<file path="src/rtl/sic_dispatch_pkg.sv">
// Shared types for the SIC dispatch slice: the decoded packet format and
// pointer-width helpers used by the dispatcher and its arbiter.
package sic_dispatch_pkg;

   localparam int unsigned IdWidthMax = 8;
   localparam int unsigned PcWidth    = 32;
   localparam int unsigned InstrWidth = 32;

   typedef struct packed {
      logic                  valid;
      logic [IdWidthMax-1:0] issue_id;
      logic [PcWidth-1:0]    pc;
      logic [InstrWidth-1:0] instr;
   } sic_packet_t;

   // Index width for n entries; never below one bit so single-entry vectors stay legal.
   function automatic int unsigned ptr_width(input int unsigned n);
      return (n > 1) ? $clog2(n) : 1;
   endfunction

   localparam int unsigned NumSicsDefault = 4;
   localparam int unsigned SicPtrWidth    = ptr_width(NumSicsDefault);

endpackage

</file>
<file path="src/rtl/sic_dispatch_if.sv">
// Decoder-to-dispatcher stream plus the per-SIC request/packet bundle.
// The dispatcher is the slave; the decoder/SIC environment is the master.
interface sic_dispatch_if
   import sic_dispatch_pkg::*;
#(
   parameter int unsigned NUM_SICS = 4,
   parameter int unsigned ID_WIDTH = 8
);

   sic_packet_t                 dec_pkt;
   logic                        dec_valid;
   logic                        dec_ready;
   logic                        flush;
   logic [NUM_SICS-1:0]         req_instr;
   sic_packet_t [NUM_SICS-1:0]  sic_pkt;
   logic [ID_WIDTH-1:0]         next_issue_id;

   modport slave (
      input  dec_pkt,
      input  dec_valid,
      input  flush,
      input  req_instr,
      output dec_ready,
      output sic_pkt,
      output next_issue_id
   );

   modport master (
      output dec_pkt,
      output dec_valid,
      output flush,
      output req_instr,
      input  dec_ready,
      input  sic_pkt,
      input  next_issue_id
   );

endinterface

</file>
<file path="src/rtl/sic_rr_arbiter.sv">
// Combinational round-robin pick: first eligible index at or after ptr_i,
// wrapping modulo NUM_SICS.
module sic_rr_arbiter
   import sic_dispatch_pkg::*;
#(
   parameter  int unsigned NUM_SICS = 4,
   localparam int unsigned PtrW     = ptr_width(NUM_SICS)
) (
   input  logic [NUM_SICS-1:0] eligible_i,
   input  logic [PtrW-1:0]     ptr_i,
   output logic [NUM_SICS-1:0] gnt_o,
   output logic [PtrW-1:0]     gnt_idx_o,
   output logic                any_gnt_o
);

   int unsigned     idx;
   logic [PtrW-1:0] sel;
   logic            found;

   always_comb begin
      gnt_o     = '0;
      gnt_idx_o = '0;
      found     = 1'b0;
      idx       = 0;
      sel       = '0;
      for (int unsigned k = 0; k < NUM_SICS; k++) begin
         idx = (32'(ptr_i) + k) % NUM_SICS;
         sel = idx[PtrW-1:0];
         if (!found && eligible_i[sel]) begin
            found      = 1'b1;
            gnt_o[sel] = 1'b1;
            gnt_idx_o  = sel;
         end
      end
      any_gnt_o = found;
   end

endmodule

</file>
<file path="src/rtl/sic_dispatch.sv">
// Buffers decoded packets and hands each one, stamped with an issue id, to one
// requesting SIC as a single-cycle registered valid pulse.
module sic_dispatch
   import sic_dispatch_pkg::*;
#(
   parameter int unsigned NUM_SICS   = 4,
   parameter int unsigned ID_WIDTH   = 8,
   parameter int unsigned FIFO_DEPTH = 4
) (
   input logic           clk,
   input logic           rst_n,
   sic_dispatch_if.slave disp_io
);

   localparam int unsigned     PtrW    = ptr_width(NUM_SICS);
   localparam int unsigned     AddrW   = ptr_width(FIFO_DEPTH);
   localparam int unsigned     CntW    = $clog2(FIFO_DEPTH + 1);
   localparam logic [PtrW-1:0] LastSic = PtrW'(NUM_SICS - 1);
   localparam logic [CntW-1:0] FullCnt = CntW'(FIFO_DEPTH);

   sic_packet_t                mem_q [FIFO_DEPTH];
   logic [AddrW-1:0]           head_q, tail_q;
   logic [CntW-1:0]            count_q;
   logic [PtrW-1:0]            rr_ptr_q;
   logic [ID_WIDTH-1:0]        next_id_q;
   sic_packet_t [NUM_SICS-1:0] sic_pkt_q, sic_pkt_d;

   logic [NUM_SICS-1:0] eligible, gnt_onehot;
   logic [PtrW-1:0]     gnt_idx;
   logic                any_gnt, fifo_ready, fifo_empty, push, pop;

   assign fifo_ready = (count_q != FullCnt);
   assign fifo_empty = (count_q == '0);
   assign push       = disp_io.dec_valid && fifo_ready && !disp_io.flush;
   assign pop        = !fifo_empty && !disp_io.flush && any_gnt;

   // Eligibility looks only at registered outputs, so the SIC's combinational
   // req drop on valid can never loop back into the grant.
   always_comb begin
      eligible = '0;
      for (int i = 0; i < NUM_SICS; i++) begin
         eligible[i] = disp_io.req_instr[i] && !sic_pkt_q[i].valid;
      end
   end

   sic_rr_arbiter #(
      .NUM_SICS (NUM_SICS)
   ) u_arb (
      .eligible_i (eligible),
      .ptr_i      (rr_ptr_q),
      .gnt_o      (gnt_onehot),
      .gnt_idx_o  (gnt_idx),
      .any_gnt_o  (any_gnt)
   );

   // Non-granted outputs fall back to all-zero, which makes every pulse one cycle wide.
   always_comb begin
      sic_pkt_d = '0;
      for (int i = 0; i < NUM_SICS; i++) begin
         if (pop && gnt_onehot[i]) begin
            sic_pkt_d[i]          = mem_q[head_q];
            sic_pkt_d[i].valid    = 1'b1;
            sic_pkt_d[i].issue_id = IdWidthMax'(next_id_q);
         end
      end
   end

   always_ff @(posedge clk or negedge rst_n) begin
      if (!rst_n) begin
         for (int i = 0; i < FIFO_DEPTH; i++) begin
            mem_q[i] <= '0;
         end
         head_q    <= '0;
         tail_q    <= '0;
         count_q   <= '0;
         rr_ptr_q  <= '0;
         next_id_q <= '0;
         sic_pkt_q <= '0;
      end else begin
         sic_pkt_q <= sic_pkt_d;
         if (disp_io.flush) begin
            head_q  <= '0;
            tail_q  <= '0;
            count_q <= '0;
         end else begin
            if (push) begin
               mem_q[tail_q] <= disp_io.dec_pkt;
               tail_q        <= tail_q + AddrW'(1);
            end
            if (pop) begin
               head_q    <= head_q + AddrW'(1);
               rr_ptr_q  <= (gnt_idx == LastSic) ? '0 : gnt_idx + PtrW'(1);
               next_id_q <= next_id_q + ID_WIDTH'(1);
            end
            case ({push, pop})
               2'b10:   count_q <= count_q + CntW'(1);
               2'b01:   count_q <= count_q - CntW'(1);
               default: count_q <= count_q;
            endcase
         end
      end
   end

   assign disp_io.dec_ready     = fifo_ready;
   assign disp_io.sic_pkt       = sic_pkt_q;
   assign disp_io.next_issue_id = next_id_q;

endmodule

</file>
<file path="src/flat_wrapper.sv">
// flat-port wrapper written by rule: the top's interface ports become plain ports
module sic_dispatch_flat import sic_dispatch_pkg::*;
#(
   parameter int unsigned NUM_SICS   = 4,
   parameter int unsigned ID_WIDTH   = 8,
   parameter int unsigned FIFO_DEPTH = 4
)
  (clk, rst_n, disp_io_dec_pkt, disp_io_dec_valid, disp_io_flush, disp_io_req_instr, disp_io_dec_ready, disp_io_sic_pkt, disp_io_next_issue_id);
  sic_dispatch_if #(.NUM_SICS(NUM_SICS), .ID_WIDTH(ID_WIDTH)) disp_io_i ();
  input logic clk;
  input logic rst_n;
  input wire logic [$bits(disp_io_i.dec_pkt)-1:0] disp_io_dec_pkt;
  input wire logic [$bits(disp_io_i.dec_valid)-1:0] disp_io_dec_valid;
  input wire logic [$bits(disp_io_i.flush)-1:0] disp_io_flush;
  input wire logic [$bits(disp_io_i.req_instr)-1:0] disp_io_req_instr;
  output wire logic [$bits(disp_io_i.dec_ready)-1:0] disp_io_dec_ready;
  output wire logic [$bits(disp_io_i.sic_pkt)-1:0] disp_io_sic_pkt;
  output wire logic [$bits(disp_io_i.next_issue_id)-1:0] disp_io_next_issue_id;
  assign disp_io_i.dec_pkt = disp_io_dec_pkt;
  assign disp_io_i.dec_valid = disp_io_dec_valid;
  assign disp_io_i.flush = disp_io_flush;
  assign disp_io_i.req_instr = disp_io_req_instr;
  assign disp_io_dec_ready = disp_io_i.dec_ready;
  assign disp_io_sic_pkt = disp_io_i.sic_pkt;
  assign disp_io_next_issue_id = disp_io_i.next_issue_id;
  sic_dispatch #(.NUM_SICS(NUM_SICS), .ID_WIDTH(ID_WIDTH), .FIFO_DEPTH(FIFO_DEPTH)) u_core (.clk(clk), .rst_n(rst_n), .disp_io(disp_io_i));
endmodule
</file>
<file path="config.mk">
export PLATFORM = sky130hd
export DESIGN_NAME = sic_dispatch_flat
export DESIGN_NICKNAME = d
export VERILOG_FILES = /design/src/rtl/sic_dispatch_pkg.sv /design/src/rtl/sic_dispatch_if.sv /design/src/rtl/sic_rr_arbiter.sv /design/src/rtl/sic_dispatch.sv /design/src/flat_wrapper.sv
export SDC_FILE = /design/constraint.sdc
export NUM_CORES = 1
export LEC_CHECK = 0
export CAP_MARGIN = 30
export CORE_MARGIN = 5
export CORE_UTILIZATION = 53
export DETAILED_ROUTE_END_ITERATION = 8
export PLACE_DENSITY = 0.8
export SETUP_SLACK_MARGIN = 0.05
export SYNTH_ARGS = -nofsm -noshare
export SYNTH_HDL_FRONTEND = slang
export SYNTH_HIERARCHICAL = 1
export SYNTH_SLANG_ARGS = --single-unit
</file>
<file path="constraint.sdc">
create_clock -name clk -period 3.8 [get_ports clk]
set_input_delay 0.57 -clock clk [delete_from_list [all_inputs] [get_ports clk]]
set_output_delay 0.57 -clock clk [all_outputs]
set_load 0.02 [all_outputs]
</file>
==> impl_metrics.json, run 1 <==
{
  "outcome": "finished with violations",
  "violations": "negative hold slack",
  "cts_setup_buffers": 0,
  "tritoncts": "done",
  "start_util_pct": 53.5,
  "critPathLaunchType": "flip-flop",
  "avgSynthCellArea_um2": 16.3,
  "critical_path_class": "flip-flop to flip-flop",
  "worst_r2r_endpoint": "u_core/count_q[2]$_DFFE_PN0P_",
  "fmaxAchievable_mhz": 306,
  "grt_pass1_wl_um": 86000,
  "worst_pin_slew_ns": 1.09,
  "ys_types": 45,
  "clock_skew_ns": 0.0240,
  "final_area_mm2": 0.0291,
  "finalHoldViolCount": 4,
  "p_int_mw": 15.8,
  "synth_top_family_by_area": "multiplexers",
  "dr.pass1.iters": 4,
  "insertion_delay_ns": 0.60,
  "p_sw_mw": 7.81,
  "clkTransAtPathRegs_ns": 0.07,
  "hpwl_um": 34400,
  "r2r_setup_slack_ns": 0.54,
  "drv_slew": 0,
  "fin_crit_sh_pct": 85.9,
  "swShare_pct": 33.1,
  "clkSinkCount": 565,
  "grt_pass1_vias": 14586,
  "ios": 382,
  "synth_xor_area_share_pct": 0.533,
  "r2r-start": "u_core/rr_ptr_q[1]$_DFFE_PN0P_",
  "holdWs_ns": -0.00801,
  "p_seq_share_pct": 37.9,
  "vias": 13184,
  "fin_setup_tns_ns": 0,
  "numPortBuffers": 372,
  "syn_nets": 1506,
  "synth_flop_cell": "dfrtp_1",
  "cts_buffer_depth": 3,
  "r2r_cells": 13,
  "route.antenna.remaining_nets": 0,
  "synth_compound_area_share_pct": 0.822,
  "drc": 0,
  "grt-ovfl-total": 0,
  "synthSimpleGateAreaFrac_pct": 9.42,
  "die_h_um": 218,
  "finalSetupViolations": 0,
  "holdBufCountCts": 0,
  "synth_edf_count": 0,
  "hold_path.class": "input pin to async pin",
  "max-vdd-ir-drop_v": 0.000726,
  "syn_area_mm2": 0.0230,
  "cp-startpoint": "u_core/rr_ptr_q[1]$_DFFE_PN0P_",
  "gp_congestion": 0.764,
  "endpoint_kind": "flip-flop",
  "nets": 1855,
  "maxSlewHeadroom_pct": 27.2,
  "clkPwrFrac_pct": 24.8,
  "place_area_mm2": 0.0271,
  "yosysWarnings": 6,
  "netlist_instances": 1413,
  "synth_seq_cells": 565,
  "ys_seq_area_share_pct": 61.5,
  "rsz0062_at_grt": "no",
  "worst_ep_required_time_ns": 4.33,
  "p_per_area_mw_per_mm2": 810,
  "layout-drive-gt1-share_pct": 25.9,
  "total_power_mw": 23.6,
  "drv_cap": 0,
  "post_synth_mux_area_share_pct": 23.4,
  "die-area_mm2": 0.0477,
  "postLayoutCoreUtil_pct": 67.7,
  "wirelength_um": 55100,
  "p_leak_nw": 14.7,
  "grt_max_degree": 303,
  "post_cts_resized": 0,
  "endpoint": "u_core/count_q[2]$_DFFE_PN0P_",
  "syn2layout_area_growth_pct": 26.6,
  "arrival_ns": 3.79,
  "die_w_um": 218,
  "wire_per_inst_um": 23.0,
  "root_buffer": "clkbuf_16",
  "async_reset_ff_share_pct": 100,
  "row_count": 76,
  "cts-buffers-inserted": 56,
  "grt_antenna_before_repair": 5,
  "htree_levels": 2,
  "vias_per_cell": 5.51,
  "drt_iter0_markers": 804,
  "track_usage_pct": 23.0,
  "core_mm2": 0.0430,
  "path_max_fanout": 9,
  "comb_power_share_pct": 37.3,
  "fin_crit_ns": 3.26,
  "synth_fa_ha_area_share_pct": 0.685
}
## Yosys cell counts, types with 2 or more instances
cell | number | area share, %
a21oi_1 | 5 | 0.11
a22oi_1 | 8 | 0.26
and2_1 | 5 | 0.14
and3_1 | 290 | 7.9
buf_1 | 6 | 0.098
buf_12 | 18 | 1.6
buf_2 | 6 | 0.13
buf_6 | 11 | 0.54
clkbuf_1 | 73 | 1.2
dfrtp_1 | 565 | 61
ha_1 | 11 | 0.60
inv_1 | 7 | 0.11
mux2_2 | 20 | 0.98
mux2_4 | 240 | 16
mux2i_1 | 2 | 0.087
mux4_1 | 2 | 0.23
mux4_2 | 66 | 6.5
nand2_1 | 7 | 0.11
nand2_8 | 3 | 0.26
nand2b_1 | 3 | 0.082
nand3_1 | 5 | 0.11
nand4_1 | 3 | 0.082
nor2_1 | 9 | 0.15
nor2b_1 | 6 | 0.16
nor3_1 | 2 | 0.044
o21ai_0 | 8 | 0.17
o22ai_1 | 2 | 0.054
xnor2_1 | 8 | 0.30
xor2_1 | 6 | 0.23
## metal layers
metal	up-vias	track usage (%)	wire length (µm)
li1	5734	-	-
met1	6983	30.3	22800
met2	372	38.2	27200
met3	91	6.43	3640
met4	4	6.43	1370
met5	-	0	27
## kinds of logic after synthesis
kind of cell             count (synthesis)
flip-flops                             565
AND/OR/NAND/NOR                        342
multiplexers                           330
buffers and inverters                  121
AO/OA/AOI/OAI                           29
XOR/XNOR                                14
adder cells (fa/ha/maj)                 12
## through the flow
stage	worst slack [ns]	cells
floorplan	0.637	1413
global placement	0.167	2288
detailed placement	0.0503	2289
CTS	0.563	2390
global route	0.308	2392
finish	0.535	2392
## power by group through the flow
stage / clock network, mW / registers [mW] / logic [mW]
floorplan: 0 / 9.25 / 5.20
global placement: 0 / 8.98 / 8.47
detailed placement: 0 / 9.00 / 8.77
finish: 5.86 / 8.94 / 8.80
global route: 6.24 / 9.16 / 9.34
CTS: 5.96 / 8.94 / 8.84
## how the worst min path moves through the flow
stage	end	cells after the start	slack [ns]
floorplan	u_core/count_q[0]$_DFFE_PN0P_	0	0.27
global placement	u_core/mem_q[0]$_DFFE_PN0P_	1	0.48
detailed placement	u_core/mem_q[83]$_DFFE_PN0P_	1	0.49
CTS	u_core/disp_io.sic_pkt[248]$_DFF_PN0_	1	0.02
global route	u_core/disp_io.sic_pkt[248]$_DFF_PN0_	1	0.04
finish	u_core/disp_io.sic_pkt[248]$_DFF_PN0_	1	-0.008
## area by class of cell
class                           count  area (µm²)
Tap cell                          585         732
Clock inverter                     24         347
Clock buffer                       77        1630
Multi-Input combinational cell    727        8080
Fill cell                        2873       13900
Sequential cell                   565       14100
Timing Repair Buffer              405        4150
Inverter                            7        26.3
Antenna cell                        2        5.00
## placed cells by master (no fill, tap or decap), drive strengths merged, types with 3 or more instances in the layout
cell type	netlist	layout
dfrtp	565	565
clkdlybuf4s50	0	371
and3	290	290
mux2	260	260
clkbuf	73	77
mux4	68	68
buf	41	34
ha	11	11
clkinv	0	10
nand2	10	10
nor2	9	9
inv	7	9
bufinv	0	8
xnor2	8	8
a22oi	8	8
o21ai	8	8
nor2b	6	6
xor2	6	6
and2	5	5
nand3	5	5
a21oi	5	5
clkinvlp	0	4
nand2b	3	3
nand4	3	3
## critical path: stages, from the launching register on
cell	delay, ns
dfrtp_1	0.51
inv_1	0.15
ha_1	0.39
mux4_2	0.33
nor3_1	0.31
nand2b_1	0.14
nand2b_1	0.17
nor2_4	0.06
and2_1	0.17
fa_1	0.40
nor2b_1	0.20
xor2_1	0.16
o21ai_0	0.09
a21oi_1	0.12
## state kept, by name, summed over array words and instances, names as in the netlist
signal,flops
u_core/disp_io.sic_pkt,292
u_core/mem_q,256
u_core/disp_io.next_issue_id,8
u_core/count_q,3
u_core/head_q,2
u_core/rr_ptr_q,2
u_core/tail_q,2
(Power assumes the default switching activity.)
==> inputs of run 2 (changes only) <==
Settings changed: SKIP_LAST_GASP from default to 1.
==> results of run 2 <==
No change in the layout: final DEF, timing and power equal those of run 1.
==> inputs of run 3 (changes only) <==
Settings changed: CORE_UTILIZATION 53 to 45, DONT_BUFFER_PORTS from default to 1, PLACE_DENSITY 0.8 to default.
==> run 3 against run 2 <==
The flow finishes with violations (negative hold slack, max-slew violations). Register-to-register slack worse by 0.11 ns. Routed wire length fell by 3.7%. Critical path depth did not move. Combinational power decreased by 23%. Maximum frequency shrank 3.2%. Cell count is 12% lower. Critical endpoint unchanged. Largest cell class unchanged.
==> impl_metrics.json, run 3 (synthesized netlist as in run 1, its figures left out) <==
{
  "outcome": "finished with violations",
  "violations": "negative hold slack, max-slew violations",
  "holdBufCountCts": 1,
  "track_usage_pct": 18.5,
  "final_area_mm2": 0.0253,
  "max-vdd-ir-drop_v": 0.000516,
  "path_cells": "inv_1 > ha_1 > mux4_2 > nor3_1 > nand2b_1 > nand2b_1 > nor2_4 > and2_1 > fa_1 > nor2b_1 > xor2_1 > o21ai_0 > a21oi_1",
  "cpPeakStageDelay_ns": 0.50,
  "antenna_cells": 0,
  "dr.pass1.iters": 6,
  "endpoint_kind": "flip-flop",
  "p_int_mw": 14.7,
  "drc": 0,
  "worst_pin_slew_ns": 1.54,
  "maxSlewHeadroom_pct": -2.49,
  "fmaxAchievable_mhz": 297,
  "wire_per_inst_um": 25.2,
  "clkPwrFrac_pct": 25.8,
  "comb_power_share_pct": 30.4,
  "die_h_um": 236,
  "grt-ovfl-total": 0,
  "swShare_pct": 33.8,
  "p_seq_share_pct": 43.8,
  "cts_buffer_depth": 3,
  "cpMaxStageDelayCell": "dfrtp_1",
  "grt_pass1_wl_um": 81200,
  "vias": 11670,
  "core_mm2": 0.0504,
  "p_leak_nw": 13.3,
  "insertion_delay_ns": 0.60,
  "cpMostUsedCell": "nand2b_1",
  "cts_setup_buffers": 0,
  "tritoncts": "done",
  "layout-drive-gt1-share_pct": 32.1,
  "route.antenna.remaining_nets": 0,
  "p_sw_mw": 7.51,
  "clock_skew_ns": 0.0237,
  "cts-buffers-inserted": 57,
  "clkSinkCount": 565,
  "root_buffer": "clkbuf_16",
  "fin_crit_sh_pct": 88.7,
  "finalSetupViolations": 0,
  "p_per_area_mw_per_mm2": 876,
  "nets": 1477,
  "hold_path.class": "input pin to async pin",
  "htree_levels": 2,
  "fin_setup_tns_ns": 0,
  "die_w_um": 236,
  "wirelength_um": 53100,
  "grt_max_degree": 566,
  "gp_congestion": 0.743,
  "arrival_ns": 3.89,
  "clkTransAtPathRegs_ns": 0.06,
  "total_power_mw": 22.2,
  "numPortBuffers": 0,
  "largest_reg_flops": 292,
  "critical_path_class": "flip-flop to flip-flop",
  "post_cts_resized": 0,
  "place_area_mm2": 0.0234,
  "die-area_mm2": 0.0557,
  "grt_pass1_vias": 12437,
  "layout_common_cells": "dfrtp_1 (563), and3_1 (290), mux2_4 (240), mux4_2 (66), clkbuf_16 (57)",
  "hpwl_um": 31100,
  "holdWs_ns": -0.322,
  "drv_slew": 82,
  "path_max_fanout": 10,
  "vias_per_cell": 5.55,
  "pre_cts_ws_ns": 0.451,
  "rsz0062_at_grt": "no",
  "syn2layout_area_growth_pct": 10.2,
  "start_util_pct": 45.7,
  "final_common_cell": "dfrtp_1",
  "fin_ws_ns": 0.428,
  "grt_antenna_before_repair": 1,
  "critPathLaunchType": "flip-flop",
  "worst_ep_required_time_ns": 4.32,
  "drv_cap": 0,
  "ios": 382,
  "finalHoldViolCount": 464,
  "row_count": 82,
  "fin_crit_ns": 3.37,
  "drt_iter0_markers": 804
}
## run 3: critical path: cells and delay by family, from the launching register on
family	cells	cell delay, ns
muxes	1	0.45
xor gates and xnor gates	1	0.18
buffers and inverters	1	0.14
adders and majority gates	2	0.78
AOI/OAI and AO/OA	2	0.21
DFF	1	0.50
and+or+nand+nor	6	1.04
## run 3: stage by stage
| step | utilization (%) | cells | hold WS, ns |
|---|---|---|---|
| floorplan | - | 1413 | 0.274 |
| global placement | 46.4 | 1995 | 0.300 |
| detailed placement | 46.5 | 1996 | 0.300 |
| CTS | 50.3 | 2103 | -0.360 |
| global route | 50.3 | 2103 | -0.369 |
| finish | 50.3 | 2103 | -0.322 |
## run 3: routing by layer
metal  vias to the layer above  share of wire, %  track usage [%]
li1                       4991                 -                -
met1                      6289                43             25.0
met2                       328                48             29.6
met3                        62               7.1             5.99
met4                         0               1.8             4.49
met5                         -                 0                0
## run 3: cell type report
class | count | area [µm²]
Clock buffer | 80 | 1630
Clock inverter | 26 | 299
Fill cell | 4103 | 25000
Inverter | 7 | 26.3
Multi-Input combinational cell | 727 | 8080
Sequential cell | 565 | 14100
Tap cell | 672 | 841
Timing Repair Buffer | 26 | 318
## run 3: path summary, 6_finish.rpt
check	to	slack, ns	cells past startpoint	startpoint
hold / removal	u_core/mem_q[189]$_DFFE_PN0P_	-0.32	0	rst_n
setup / recovery	u_core/count_q[2]$_DFFE_PN0P_	0.43	13	u_core/rr_ptr_q[1]$_DFFE_PN0P_
hold reg to reg	u_core/mem_q[85]$_DFFE_PN0P_	0.50	1	u_core/mem_q[85]$_DFFE_PN0P_
max in group asynchronous	u_core/disp_io.sic_pkt[9]$_DFF_PN0_	2.90	0	rst_n
setup reg to reg	u_core/count_q[2]$_DFFE_PN0P_	0.43	13	u_core/rr_ptr_q[1]$_DFFE_PN0P_
min in group clk	u_core/count_q[2]$_DFFE_PN0P_	0.06	1	disp_io_dec_valid
## run 3: power by group through the flow
| stage | Sequential [mW] | Combinational, mW | Clock [mW] |
|---|---|---|---|
| after floorplan | 9.25 | 5.20 | 0 |
| after detailed placement | 9.80 | 6.79 | 0 |
| final | 9.72 | 6.75 | 5.73 |
| after global routing | 9.93 | 7.25 | 6.14 |
| after CTS | 9.74 | 6.80 | 5.90 |
| after global placement | 9.81 | 6.52 | 0 |
